==> src/rtl/alu_pkg.sv <==
// Opcode constants, sequencer state encoding and op-class helpers.
// Shared by the ALU sequencer, the ALU and the control unit.
package alu_pkg;

  localparam logic [4:0] OP_ADD  = 5'b00011;
  localparam logic [4:0] OP_SUB  = 5'b00100;
  localparam logic [4:0] OP_AND  = 5'b00101;
  localparam logic [4:0] OP_OR   = 5'b00110;
  localparam logic [4:0] OP_SHR  = 5'b00111;
  localparam logic [4:0] OP_SHRA = 5'b01000;
  localparam logic [4:0] OP_SHL  = 5'b01001;
  localparam logic [4:0] OP_ROR  = 5'b01010;
  localparam logic [4:0] OP_ROL  = 5'b01011;
  localparam logic [4:0] OP_MUL  = 5'b01111;
  localparam logic [4:0] OP_DIV  = 5'b10000;
  localparam logic [4:0] OP_NEG  = 5'b10001;
  localparam logic [4:0] OP_NOT  = 5'b10010;

  localparam logic [2:0] ST_IDLE = 3'd0;
  localparam logic [2:0] ST_EXEC = 3'd1;
  localparam logic [2:0] ST_WAIT = 3'd2;
  localparam logic [2:0] ST_CAPT = 3'd3;
  localparam logic [2:0] ST_DONE = 3'd4;

  function automatic logic is_simple(input logic [4:0] op);
    return op inside {OP_ADD, OP_SUB, OP_AND, OP_OR, OP_NEG, OP_NOT};
  endfunction

  function automatic logic is_shift(input logic [4:0] op);
    return op inside {OP_SHR, OP_SHRA, OP_SHL, OP_ROR, OP_ROL};
  endfunction

  function automatic logic is_muldiv(input logic [4:0] op);
    return op inside {OP_MUL, OP_DIV};
  endfunction

  function automatic logic is_legal(input logic [4:0] op);
    return is_simple(op) | is_shift(op) | is_muldiv(op);
  endfunction

endpackage

==> src/rtl/alu_op_sequencer.sv <==
// Multi-cycle controller in front of the ALU: one op at a time, iterated
// single-bit shifts, settle window for mul/div, traps for div-by-zero/illegal.
//
// state | meaning
// IDLE  | ready for a request
// EXEC  | strobe the ALU with the current operands
// WAIT  | mul/div settle window
// CAPT  | take ALU result (into Z, or back into work_a for shifts)
// DONE  | one-cycle completion pulse, err qualified here
module alu_op_sequencer
  import alu_pkg::*;
#(
  parameter int DATA_W      = 32,
  parameter int MULDIV_WAIT = 2
) (
  input  logic                  clock,
  input  logic                  clear,
  input  logic                  flush,
  input  logic                  req_valid,
  output logic                  req_ready,
  input  logic [4:0]            req_op,
  input  logic [DATA_W-1:0]     req_a,
  input  logic [DATA_W-1:0]     req_b,
  output logic [4:0]            alu_op,
  output logic [DATA_W-1:0]     alu_a,
  output logic [DATA_W-1:0]     alu_b,
  output logic                  alu_strobe,
  input  logic [2*DATA_W-1:0]   alu_result,
  output logic [DATA_W-1:0]     z_hi,
  output logic [DATA_W-1:0]     z_lo,
  output logic                  done,
  output logic                  err,
  output logic                  busy
);

  localparam int WAIT_W = (MULDIV_WAIT > 1) ? $clog2(MULDIV_WAIT) : 1;

  logic [2:0]          state_q, state_d;
  logic [4:0]          op_q, op_d;
  logic [DATA_W-1:0]   work_q, work_d;
  logic [DATA_W-1:0]   opb_q, opb_d;
  logic [4:0]          cnt_q, cnt_d;
  logic [WAIT_W-1:0]   wait_q, wait_d;
  logic [2*DATA_W-1:0] z_q, z_d;
  logic                err_q, err_d;
  logic                ready_q, ready_d;

  always_comb begin
    state_d = state_q;
    op_d    = op_q;
    work_d  = work_q;
    opb_d   = opb_q;
    cnt_d   = cnt_q;
    wait_d  = wait_q;
    z_d     = z_q;
    err_d   = err_q;
    if (flush) begin
      state_d = ST_IDLE;
    end else begin
      case (state_q)
        ST_IDLE: begin
          if (req_valid && ready_q) begin
            op_d   = req_op;
            work_d = req_a;
            opb_d  = req_b;
            cnt_d  = req_b[4:0];
            err_d  = 1'b0;
            if (!is_legal(req_op) || (req_op == OP_DIV && req_b == '0)) begin
              z_d     = '0;
              err_d   = 1'b1;
              state_d = ST_DONE;
            end else if (is_shift(req_op) && req_b[4:0] == 5'd0) begin
              z_d     = {{DATA_W{1'b0}}, req_a};
              state_d = ST_DONE;
            end else begin
              state_d = ST_EXEC;
            end
          end
        end
        ST_EXEC: begin
          wait_d  = WAIT_W'(MULDIV_WAIT - 1);
          state_d = is_muldiv(op_q) ? ST_WAIT : ST_CAPT;
        end
        ST_WAIT: begin
          if (wait_q == '0) state_d = ST_CAPT;
          else              wait_d  = wait_q - WAIT_W'(1);
        end
        ST_CAPT: begin
          // shifts feed the one-bit result back as the next operand
          if (is_shift(op_q)) begin
            work_d = alu_result[DATA_W-1:0];
            cnt_d  = cnt_q - 5'd1;
            if (cnt_q == 5'd1) begin
              z_d     = {{DATA_W{1'b0}}, alu_result[DATA_W-1:0]};
              state_d = ST_DONE;
            end else begin
              state_d = ST_EXEC;
            end
          end else begin
            z_d     = alu_result;
            state_d = ST_DONE;
          end
        end
        ST_DONE: state_d = ST_IDLE;
        default: state_d = ST_IDLE;
      endcase
    end
    ready_d = (state_d == ST_IDLE);
  end

  always_ff @(posedge clock or negedge clear) begin
    if (!clear) begin
      state_q <= ST_IDLE;
      op_q    <= '0;
      work_q  <= '0;
      opb_q   <= '0;
      cnt_q   <= '0;
      wait_q  <= '0;
      z_q     <= '0;
      err_q   <= 1'b0;
      ready_q <= 1'b0;
    end else begin
      state_q <= state_d;
      op_q    <= op_d;
      work_q  <= work_d;
      opb_q   <= opb_d;
      cnt_q   <= cnt_d;
      wait_q  <= wait_d;
      z_q     <= z_d;
      err_q   <= err_d;
      ready_q <= ready_d;
    end
  end

  assign req_ready  = ready_q;
  assign busy       = (state_q != ST_IDLE);
  assign alu_strobe = (state_q == ST_EXEC);
  assign done       = (state_q == ST_DONE);
  assign err        = done & err_q;
  assign alu_op     = op_q;
  assign alu_a      = work_q;
  assign alu_b      = opb_q;
  assign z_hi       = z_q[2*DATA_W-1:DATA_W];
  assign z_lo       = z_q[DATA_W-1:0];

endmodule

==> config.mk <==
export PLATFORM = sky130hd
export DESIGN_NAME = alu_op_sequencer
export DESIGN_NICKNAME = d
export VERILOG_FILES = /design/src/rtl/alu_pkg.sv /design/src/rtl/alu_op_sequencer.sv
export SDC_FILE = /design/constraint.sdc
export NUM_CORES = 1
export LEC_CHECK = 0
export CAP_MARGIN = 20
export CORE_MARGIN = 2
export CORE_UTILIZATION = 60
export CTS_CLUSTER_DIAMETER = 150
export DETAILED_ROUTE_END_ITERATION = 12
export DONT_BUFFER_PORTS = 1
export MAX_ROUTING_LAYER = met4
export PLACE_DENSITY_LB_ADDON = 0.1
export SYNTH_ARGS = -nofsm -noshare
export SYNTH_HDL_FRONTEND = slang
export SYNTH_SLANG_ARGS = --single-unit
export TNS_END_PERCENT = 1
==> constraint.sdc <==
create_clock -name clock -period 3.1 [get_ports clock]
set_input_delay 0.31 -clock clock [delete_from_list [all_inputs] [get_ports clock]]
set_output_delay 0.31 -clock clock [all_outputs]
set_load 0.01 [all_outputs]
==> run summary <==
Root Buffer: clkbuf_8
Detailed Routing Iterations Pass 1: 6
dpl ws: 640 ps
Initial Util: 61.3%
antenna violations before repair: 0
CTS buffer count: 17
Crit path required time: 3560 ps
vias in the first global route: 5,271
failing checks: hold timing
CTS tree: done
initial DRC count: 480
unrepaired setup endpoints after global routing: no
Chip Height: 106 microns
Vias/cell: 6.15
post-synth cell types: 43
Fin Setup TNS: 0 ps
share of layout cells above drive strength 1: 17.7%
DRC Markers: 0
crit-path max FO: 54
first-pass GRT wire length: 27.8 mm
Startpoint Class: flip-flop
Die Span X: 106 microns
Synth Instances: 536
Static Leak: 3.58 nW
final hold violation count: 144
Final Skew: 8.01 ps
clock latency on the worst-skew pair: 520 ps
Worst Reg-to-Reg Cells: 9
Yosys warnings: 0
total track usage: 32.8%
power per cell area: 980 nW/um^2
Hold Path Class: input pin to asynchronous set/reset pin
Crit path arrival time: 3290 ps
Syn Area/Cell: 11.7 sq um
Reg clk slew, reported paths: 60 ps
fin worst setup slack: 264 ps
Nets: 804
Final Wtd Congestion: 0.800
Setup Crit Path Kind: flip-flop to flip-flop
hold_ws: -523 ps
Core Rows: 37
fin. max-slew vios: 0
fraction of registers with async set/reset: 100%
total gr overflow: 0
Rel. slew slack: 54.1%
final period utilization: 91.5%
hpwl dp: 10.1 mm
outcome: finished with violations
Ports: 275
pin count of the biggest net entering global routing: 145
CTS max path bufs: 2
minimum clock period: 2840 ps
Seq/Total Area, Yosys: 57.2%
DR vias: 5,003
WL per Instance: 21.7 microns
Routed Wire Length: 17.7 mm
Post-Syn Nets: 675
VDD IR max: 531 uV
Max-cap violations: 0
htree depth: 4
maximum achievable frequency: 353 MHz
Antenna Cells: 0
die area: 11,300 sq um
number of synthesized flops with an enable pin: 0
port bufs: 0
Area Growth Syn to Fin: 31.7%
fill count: 605
Synth Flop Type: dfrtp_1
Core ar.: 10,300 sq um
post-route ant nets: 0
CP endpoint kind: flip-flop
Sink Count: 144
Post-Syn Area: 6300 sq um
Worst Max-Slew Pin Slew: 687 ps
flops & latches, synth: 144
setup violators final: 0
## cell usage in the layout (no fill, tap or decap), types with 9 or more instances in the layout
cell type / instances
dfrtp_1: 144
dlygate4sd3_1: 134
nand2_1: 72
nor2_1: 45
mux2_2: 42
o21ai_0: 38
a31oi_1: 34
a22o_1: 32
mux2_4: 28
clkbuf_16: 16
a21oi_1: 10
buf_4: 9
## layer usage
metal | routed length [microns] | GRT usage (%)
met1 | 6670 | 38.3
met2 | 9060 | 54.0
met3 | 1470 | 9.20
met4 | 486 | 13.3
met5 | 0 | -
## cell families (layout without fill, tap and decap cells)
| family | count (synthesis) | count (layout) | share of synthesized area (%) |
|---|---|---|---|
| XOR/XNOR | 1 | 1 | 0.139 |
| flip-flops | 144 | 144 | 57.2 |
| multiplexers | 71 | 71 | 14.3 |
| adder cells (fa/ha/maj) | 2 | 2 | 0.397 |
| AO/OA/AOI/OAI | 123 | 123 | 12.8 |
| buffers and inverters | 39 | 181 | 4.03 |
| AND/OR/NAND/NOR | 156 | 156 | 11.0 |
## area by class of cell
| cell class | instances | area, sq um | area share, % |
|---|---|---|---|
| tap | 136 | 170 | 2.05 |
| inverter | 4 | 27.5 | 0.332 |
| sequential | 144 | 3600 | 43.5 |
| multi-input combinational | 353 | 2460 | 29.7 |
| timing repair buffer | 145 | 1440 | 17.4 |
| clock buffer | 19 | 422 | 5.09 |
| clock inverter | 13 | 165 | 1.99 |
## stage by stage
step / total power [mW] / hold slack (ps) / cell area (sq um) / cells / utilization (%)
after floorplan: 5.11 / 14.4 / 6300 / 536 / -
after global placement: 5.46 / 17.7 / 6330 / 644 / 61.6
after detailed placement: 5.57 / 17.6 / 6330 / 644 / 61.6
after CTS: 8.03 / -541 / 8250 / 809 / 80.2
after global routing: 8.53 / -552 / 8290 / 814 / 80.7
final: 8.12 / -523 / 8290 / 814 / 80.7
## flip-flops by register name, summed over array words and instances (netlist names)
signal	cells
z_q	64
alu_a	32
alu_b	32
alu_op	5
cnt_q	5
state_q	3
err_q	1
req_ready	1
wait_q	1
## worst max-delay path, stage by stage (launching register included)
cell and delay, ps:
dfrtp_1 490, inv_1 120, nor3b_2 290, buf_6 320, a21oi_1 170, nor2_4 230
buf_12 260, nor2_1 90, a31oi_1 190, dlygate4sd3_1 580
## final timing paths
check	start	end	slack, ps
worst min register to register	err_q$_DFFE_PN0P_	err_q$_DFFE_PN0P_	520
max in group asynchronous	clear	z_q[43]$_DFFE_PN0P_	3370
worst min-delay path	clear	z_q[50]$_DFFE_PN0P_	-520
worst max register to register	state_q[1]$_DFF_PN0_	alu_a[27]$_DFFE_PN0P_	260
min in group clock	req_b[3]	cnt_q[3]$_DFFE_PN0P_	20
worst max-delay path	state_q[1]$_DFF_PN0_	alu_a[27]$_DFFE_PN0P_	260
## cell usage after synthesis, drive strengths merged, types with 2 or more instances
library cell / count / share of area (%)
or2: 3 / 0.30
dfrtp: 144 / 57
nand3b: 2 / 0.24
mux2: 70 / 14
nor4: 8 / 0.89
buf: 20 / 2.7
nand2b: 2 / 0.20
inv: 4 / 0.44
nor2b: 3 / 0.30
nand2: 72 / 4.3
o21ai: 38 / 3.0
nand4: 3 / 0.30
nor3: 8 / 0.64
or3: 2 / 0.28
nor2: 46 / 2.7
a221o: 2 / 0.32
a31oi: 34 / 3.4
a22o: 32 / 4.5
a21oi: 10 / 0.79
ha: 2 / 0.40
clkbuf: 15 / 0.89
nor3b: 4 / 0.48
## where the power goes
group          total, mW  internal (mW)  switching, mW
registers           3.90           2.74           1.16
clock network       2.02           1.23          0.795
logic               2.20           1.34          0.856
## repair_timing
action	4_1_cts	5_1_grt
hold buffers	133	1
setup buffers	0	4
gates resized for setup	0	1
endpoints found under the hold margin	248	145
setup endpoints to repair	0	27
No activity file was read; power rests on OpenSTA's default activity.
